**src/rtl/seg7_scan_ctrl.sv**
```systemverilog
// ---------------------------------------------------------------------------
// seg7_scan_ctrl -- time-multiplexed driver for an 8-digit common-anode
// seven-segment display.
//
// Each digit is driven for DRIVE_CYC cycles. Between digits there is a blank
// gap of GAP_CYC cycles with all anodes off, which stops ghosting. Digit
// values are held in an 8 x 5-bit register file: [3:0] is the hex nibble and
// [4] enables the decimal point. The file is written through wr_en/wr_addr/
// wr_data. All display outputs are active-low and registered.
//
// Ports
//   mclk        system clock, rising edge
//   clr         asynchronous active-low reset
//   pause       1 = freeze scan position and counters; outputs hold
//   wr_en       write strobe for the digit register file
//   wr_addr     digit index, 0 = rightmost
//   wr_data     {dp_enable, hex_nibble}
//   digit_en    per-digit enable mask (0 = always blank)
//   lz_en       1 = suppress leading zeros (digit 0 is never suppressed)
//   a_to_g      segments a..g on [6]..[0], active-low
//   AN          anodes, active-low, at most one low
//   dp          decimal point, active-low
//   frame_done  one-cycle pulse after the last digit of a scan completes
// ---------------------------------------------------------------------------
module seg7_scan_ctrl #(
  parameter int DRIVE_CYC = 100000,
  parameter int GAP_CYC   = 1000
) (
  input  logic       mclk,
  input  logic       clr,
  input  logic       pause,
  input  logic       wr_en,
  input  logic [2:0] wr_addr,
  input  logic [4:0] wr_data,
  input  logic [7:0] digit_en,
  input  logic       lz_en,
  output logic [6:0] a_to_g,
  output logic [7:0] AN,
  output logic       dp,
  output logic       frame_done
);

  localparam int MAX_CYC = (DRIVE_CYC > GAP_CYC) ? DRIVE_CYC : GAP_CYC;
  // The counter only has to reach MAX_CYC-1.
  localparam int CNT_W   = (MAX_CYC > 1) ? $clog2(MAX_CYC) : 1;

  localparam logic [CNT_W-1:0] DRIVE_LAST = CNT_W'(DRIVE_CYC - 1);
  localparam logic [CNT_W-1:0] GAP_LAST   = CNT_W'(GAP_CYC - 1);

  localparam logic [6:0] SEG_BLANK = 7'h7F;
  localparam logic [7:0] AN_OFF    = 8'hFF;

  typedef enum logic {
    ST_GAP,
    ST_DRIVE
  } state_t;

  // Active-low abcdefg pattern for one hex nibble.
  function automatic logic [6:0] hex_decode(input logic [3:0] v);
    logic [6:0] s;
    case (v)
      4'h0: s = 7'b0000001;
      4'h1: s = 7'b1001111;
      4'h2: s = 7'b0010010;
      4'h3: s = 7'b0000110;
      4'h4: s = 7'b1001100;
      4'h5: s = 7'b0100100;
      4'h6: s = 7'b0100000;
      4'h7: s = 7'b0001111;
      4'h8: s = 7'b0000000;
      4'h9: s = 7'b0000100;
      4'hA: s = 7'b0001000;
      4'hB: s = 7'b1100000;
      4'hC: s = 7'b0110001;
      4'hD: s = 7'b1000010;
      4'hE: s = 7'b0110000;
      default: s = 7'b0111000;
    endcase
    return s;
  endfunction

  state_t           state_q, state_d;
  logic [CNT_W-1:0] cnt_q, cnt_d;
  logic [2:0]       dig_q, dig_d;
  logic [4:0]       digit_q [8];
  logic [4:0]       digit_d [8];
  logic [6:0]       seg_q, seg_d;
  logic [7:0]       an_q, an_d;
  logic             dp_q, dp_d;
  logic             frame_q, frame_d;
  logic             lz_hit;

  // Digit register file: writes are taken every cycle, paused or not.
  always_comb begin
    digit_d = digit_q;
    if (wr_en) digit_d[wr_addr] = wr_data;
  end

  // Scan sequencing. The terminal-count transition is only taken when
  // pause is low, so a pause on the terminal cycle simply defers it.
  always_comb begin
    state_d = state_q;
    cnt_d   = cnt_q;
    dig_d   = dig_q;
    frame_d = 1'b0;
    if (!pause) begin
      case (state_q)
        ST_GAP: begin
          if (cnt_q == GAP_LAST) begin
            state_d = ST_DRIVE;
            cnt_d   = '0;
          end else begin
            cnt_d = cnt_q + 1'b1;
          end
        end
        default: begin
          if (cnt_q == DRIVE_LAST) begin
            state_d = ST_GAP;
            cnt_d   = '0;
            dig_d   = dig_q + 3'd1;
            frame_d = (dig_q == 3'd7);
          end else begin
            cnt_d = cnt_q + 1'b1;
          end
        end
      endcase
    end
  end

  // Leading-zero detect: the current digit and everything to its left
  // must have zero nibbles.
  always_comb begin
    lz_hit = 1'b1;
    for (int i = 0; i < 8; i++) begin
      if ((3'(i) >= dig_q) && (digit_q[i][3:0] != 4'h0)) lz_hit = 1'b0;
    end
  end

  // Output decode. It uses the current state and register contents, so
  // the registered outputs trail them by one cycle. While paused the
  // output flops keep their values.
  always_comb begin
    seg_d = seg_q;
    an_d  = an_q;
    dp_d  = dp_q;
    if (!pause) begin
      seg_d = SEG_BLANK;
      an_d  = AN_OFF;
      dp_d  = 1'b1;
      if ((state_q == ST_DRIVE) && digit_en[dig_q]) begin
        an_d = ~(8'b1 << dig_q);
        dp_d = ~digit_q[dig_q][4];
        if (lz_en && (dig_q != 3'd0) && lz_hit) seg_d = SEG_BLANK;
        else                                    seg_d = hex_decode(digit_q[dig_q][3:0]);
      end
    end
  end

  // NOTE: the digit register file is reset along with the control state.
  // The display must read zero straight after reset, so it is built from
  // flops rather than from a RAM macro.
  always_ff @(posedge mclk or negedge clr) begin
    if (!clr) begin
      state_q <= ST_GAP;
      cnt_q   <= '0;
      dig_q   <= '0;
      seg_q   <= SEG_BLANK;
      an_q    <= AN_OFF;
      dp_q    <= 1'b1;
      frame_q <= 1'b0;
      for (int i = 0; i < 8; i++) digit_q[i] <= 5'h00;
    end else begin
      state_q <= state_d;
      cnt_q   <= cnt_d;
      dig_q   <= dig_d;
      seg_q   <= seg_d;
      an_q    <= an_d;
      dp_q    <= dp_d;
      frame_q <= frame_d;
      for (int i = 0; i < 8; i++) digit_q[i] <= digit_d[i];
    end
  end

  assign a_to_g     = seg_q;
  assign AN         = an_q;
  assign dp         = dp_q;
  assign frame_done = frame_q;

endmodule
```
**config.mk**
```make
export PLATFORM = sky130hd
export DESIGN_NAME = seg7_scan_ctrl
export DESIGN_NICKNAME = d
export VERILOG_FILES = /design/src/rtl/seg7_scan_ctrl.sv
export SDC_FILE = /design/constraint.sdc
export NUM_CORES = 1
export LEC_CHECK = 0
export ABC_AREA = 1
export CORE_ASPECT_RATIO = 1.25
export CORE_MARGIN = 8
export CORE_UTILIZATION = 30
export CTS_CLUSTER_DIAMETER = 50
export DETAILED_ROUTE_END_ITERATION = 7
export MAX_ROUTING_LAYER = met4
export PLACE_DENSITY_LB_ADDON = 0.25
export SYNTH_ARGS = -nofsm -noshare
export SYNTH_HDL_FRONTEND = slang
export SYNTH_SLANG_ARGS = --single-unit
```
**constraint.sdc**
```tcl
create_clock -name mclk -period 2.6 [get_ports mclk]
set_input_delay 0.52 -clock mclk [delete_from_list [all_inputs] [get_ports mclk]]
set_output_delay 0.52 -clock mclk [all_outputs]
set_load 0.02 [all_outputs]
```
==> flow_summary.ini <==
[synth]
ys.warnings.count = 0
ys_types = 32
synth.avg_cell_area_um2 = 7.29
ys_ff_latch = 78
yosys-top-cells-area = dfrtp_1, nand2_1, dfstp_2
syn-num-nets = 656
syn_inst = 622
synth_top_area_cell = dfrtp_1
synth_area_um2 = 4530
netlist.area_leader.share_pct = 34.2
seq_area_frac_synth_pct = 43.5

[drt]
dr.max_layer_used = met4
drc = 0
wl_met1_mm = 5.33
first_pass_iters = 4
wire_per_inst_um = 14.4
route.met3.wl_um = 343
routed_wl_mm = 12.3
ant_nets = 0
wl_met2_mm = 6.30
vias_per_cell = 4.73
vias = 4038
dr.first_iter.drc_count = 339

[sta]
period_share_pct = 82.4
rsz0062_at_grt = no
max_freq_ghz = 0.467
fin_crit_ns = 2.14
maxSlewHeadroom_pct = 63.0
skew_ns = 0.00711
worst_slack_ns = 0.457
hold_violations = 0
maxSlewViolCount = 0
finalSetupViolations = 0
worstMarginPinSlew_ns = 0.549
setup_tns_ns = 0

[power_and_ir_drop]
switchingPower_mw = 1.11
switching_share_pct = 30.3
p_int_mw = 2.54
p_comb_share_pct = 19.7
p_per_area_nw_per_um2 = 669
p_leak_nw = 2.67
pwr-share-seq_pct = 42.4
p_clk_share_pct = 38.0
ir_worst_vdd_mv = 0.258

[worst_setup_path]
path_class = reg -> reg
worst-path-buf-inv = 3
start_kind = flip-flop
max_stage_delay_ns = 0.45
path_common_cell = nand2_1
slowest_stage = dfrtp_1
end_kind = flip-flop
critPathMaxFanout = 22
crit_required_ns = 2.88
crit_chain = buf_4 > nand2_1 > nand2_1 > nand2_1 > nand2_1 > nand2_1 > nand2_1 > inv_1 > ha_1 > inv_1 > nand2_1 > nand2_1 > nand2_1 > nand2_1 > nor2_1 > nor2_1
arrival_ns = 2.42
cp_top_family = simple AND/OR/NAND/NOR gates

[global_route]
grt_usage_pct = 13.6
antenna_found_initial = 0
grt_pass1_vias = 4012
grt_pass1_wl_mm = 20.3
grt_overflow_total = 0
grt_max_degree = 50

[clock_tree]
cts_buffer_depth = 2
cts-hold-fix-buffers = 0
cts.sinks = 78
root_buffer = clkbuf_16
numCtsBuffers = 9
h-tree-depth = 3
cts_setup_buffers = 0
clkTransAtPathRegs_ns = 0.06
cts_tree = built
cts_resized = 0
clk_latency_ns = 0.35

[die]
die_h_um = 153
core_area_um2 = 14900
dieArea_um2 = 19300
die_x_um = 126
ios = 38
start_util_pct = 30.5
num_rows = 50

[outcome]
status = finished, final reports clean

[placed_design]
post-place-ws_ns = 0.436
port_buffers = 37
placed_cells = 837
routabilityCongestion = 0.878
dpl.hpwl_mm = 9.49

[cells_and_area]
area_delta_synth_final_pct = 20.1
antenna_cells = 0
drive_gt1_share_pct = 9.54
final_common_cell = nand2_1
fin_nets = 700
final_cells = 853
layout_common_cells = nand2_1, inv_1, nor2_1

[hold_path]
hold_path_class = in -> async

[job]
drv_cap = 0
## worst reg2reg max path, cell delays in order, from the launching register on
cell     delay [ns]
dfrtp_1        0.45
buf_4          0.29
nand2_1        0.08
nand2_1        0.08
nand2_1        0.05
nand2_1        0.07
nand2_1        0.08
nand2_1        0.16
inv_1          0.11
ha_1           0.30
inv_1          0.07
nand2_1        0.05
nand2_1        0.06
nand2_1        0.05
nand2_1        0.05
nor2_1         0.04
nor2_1         0.07
## state kept, by name, indices dropped and copies added, names as in the netlist
name        cells
AN              8
a_to_g          7
cnt_q          17
dig_q           3
digit_q        40
dp              1
frame_done      1
state_q         1
## cell usage after synthesis, drive strengths merged
cell type / number
xor2: 9
nor4: 6
o22ai: 3
o21ai: 55
inv: 93
nor3: 13
a31oi: 2
or2: 2
o22a: 1
nand3: 49
clkbuf: 3
nand2: 191
nand3b: 3
o2111ai: 1
ha: 13
a21oi: 11
o211ai: 5
buf: 10
dfrtp: 62
nand4: 9
dfstp: 16
nor2: 65
## logic make-up (layout without fill, tap and decap cells)
| family | count (synthesis) | count (layout) | synth area share (%) |
|---|---|---|---|
| AND/OR/NAND/NOR | 338 | 338 | 32.3 |
| buffers and inverters | 106 | 155 | 9.69 |
| AO/OA/AOI/OAI | 78 | 78 | 9.19 |
| flip-flops | 78 | 78 | 43.5 |
| adder cells (fa/ha/maj) | 13 | 13 | 3.59 |
| XOR/XNOR | 9 | 9 | 1.74 |
## layout make-up
type	count	area (µm²)
Inverter	93	349
Multi-Input combinational cell	438	2120
Sequential cell	78	1970
Tap cell	182	228
Fill cell	1610	9440
Clock inverter	5	82.6
Clock buffer	11	243
Timing Repair Buffer	46	448
## final timing paths
check,startpoint,to,slack (ns),cells after the start
max,dig_q[0],a_to_g[3],0.46,16
min,clr,cnt_q[5],0.09,1
max reg2reg,dig_q[0],a_to_g[3],0.46,16
min reg2reg,digit_q[27],digit_q[27],0.49,2
max in group asynchronous,clr,AN[0],1.85,2
min in group mclk,digit_q[27],digit_q[27],0.49,2
## power by group through the flow
stage               combinational (mW)  clock, mW  sequential [mW]
floorplan                        0.512          0             1.52
global placement                 0.712          0             1.56
detailed placement               0.724          0             1.56
CTS                              0.728       1.42             1.54
global route                     0.824       1.46             1.57
finish                           0.717       1.38             1.54
## metrics by stage
stage                     total power, mW  util [%]  cell area [µm²]  hold WS, ns
after global placement               2.27      34.4             5120        0.468
after floorplan                      2.03         -             4530        0.224
after detailed placement             2.29      34.4             5120        0.474
after global routing                 3.86      36.6             5450        0.124
final                                3.64      36.6             5450       0.0950
after CTS                            3.69      36.6             5450        0.109
## routing by layer
layer	track usage [%]	vias to the layer above
met1	15.0	1883
met2	23.3	76
li1	-	2057
met3	2.40	22
met4	6.72	0
met5	-	-
Note: power is estimated with default switching activity, not from simulation.
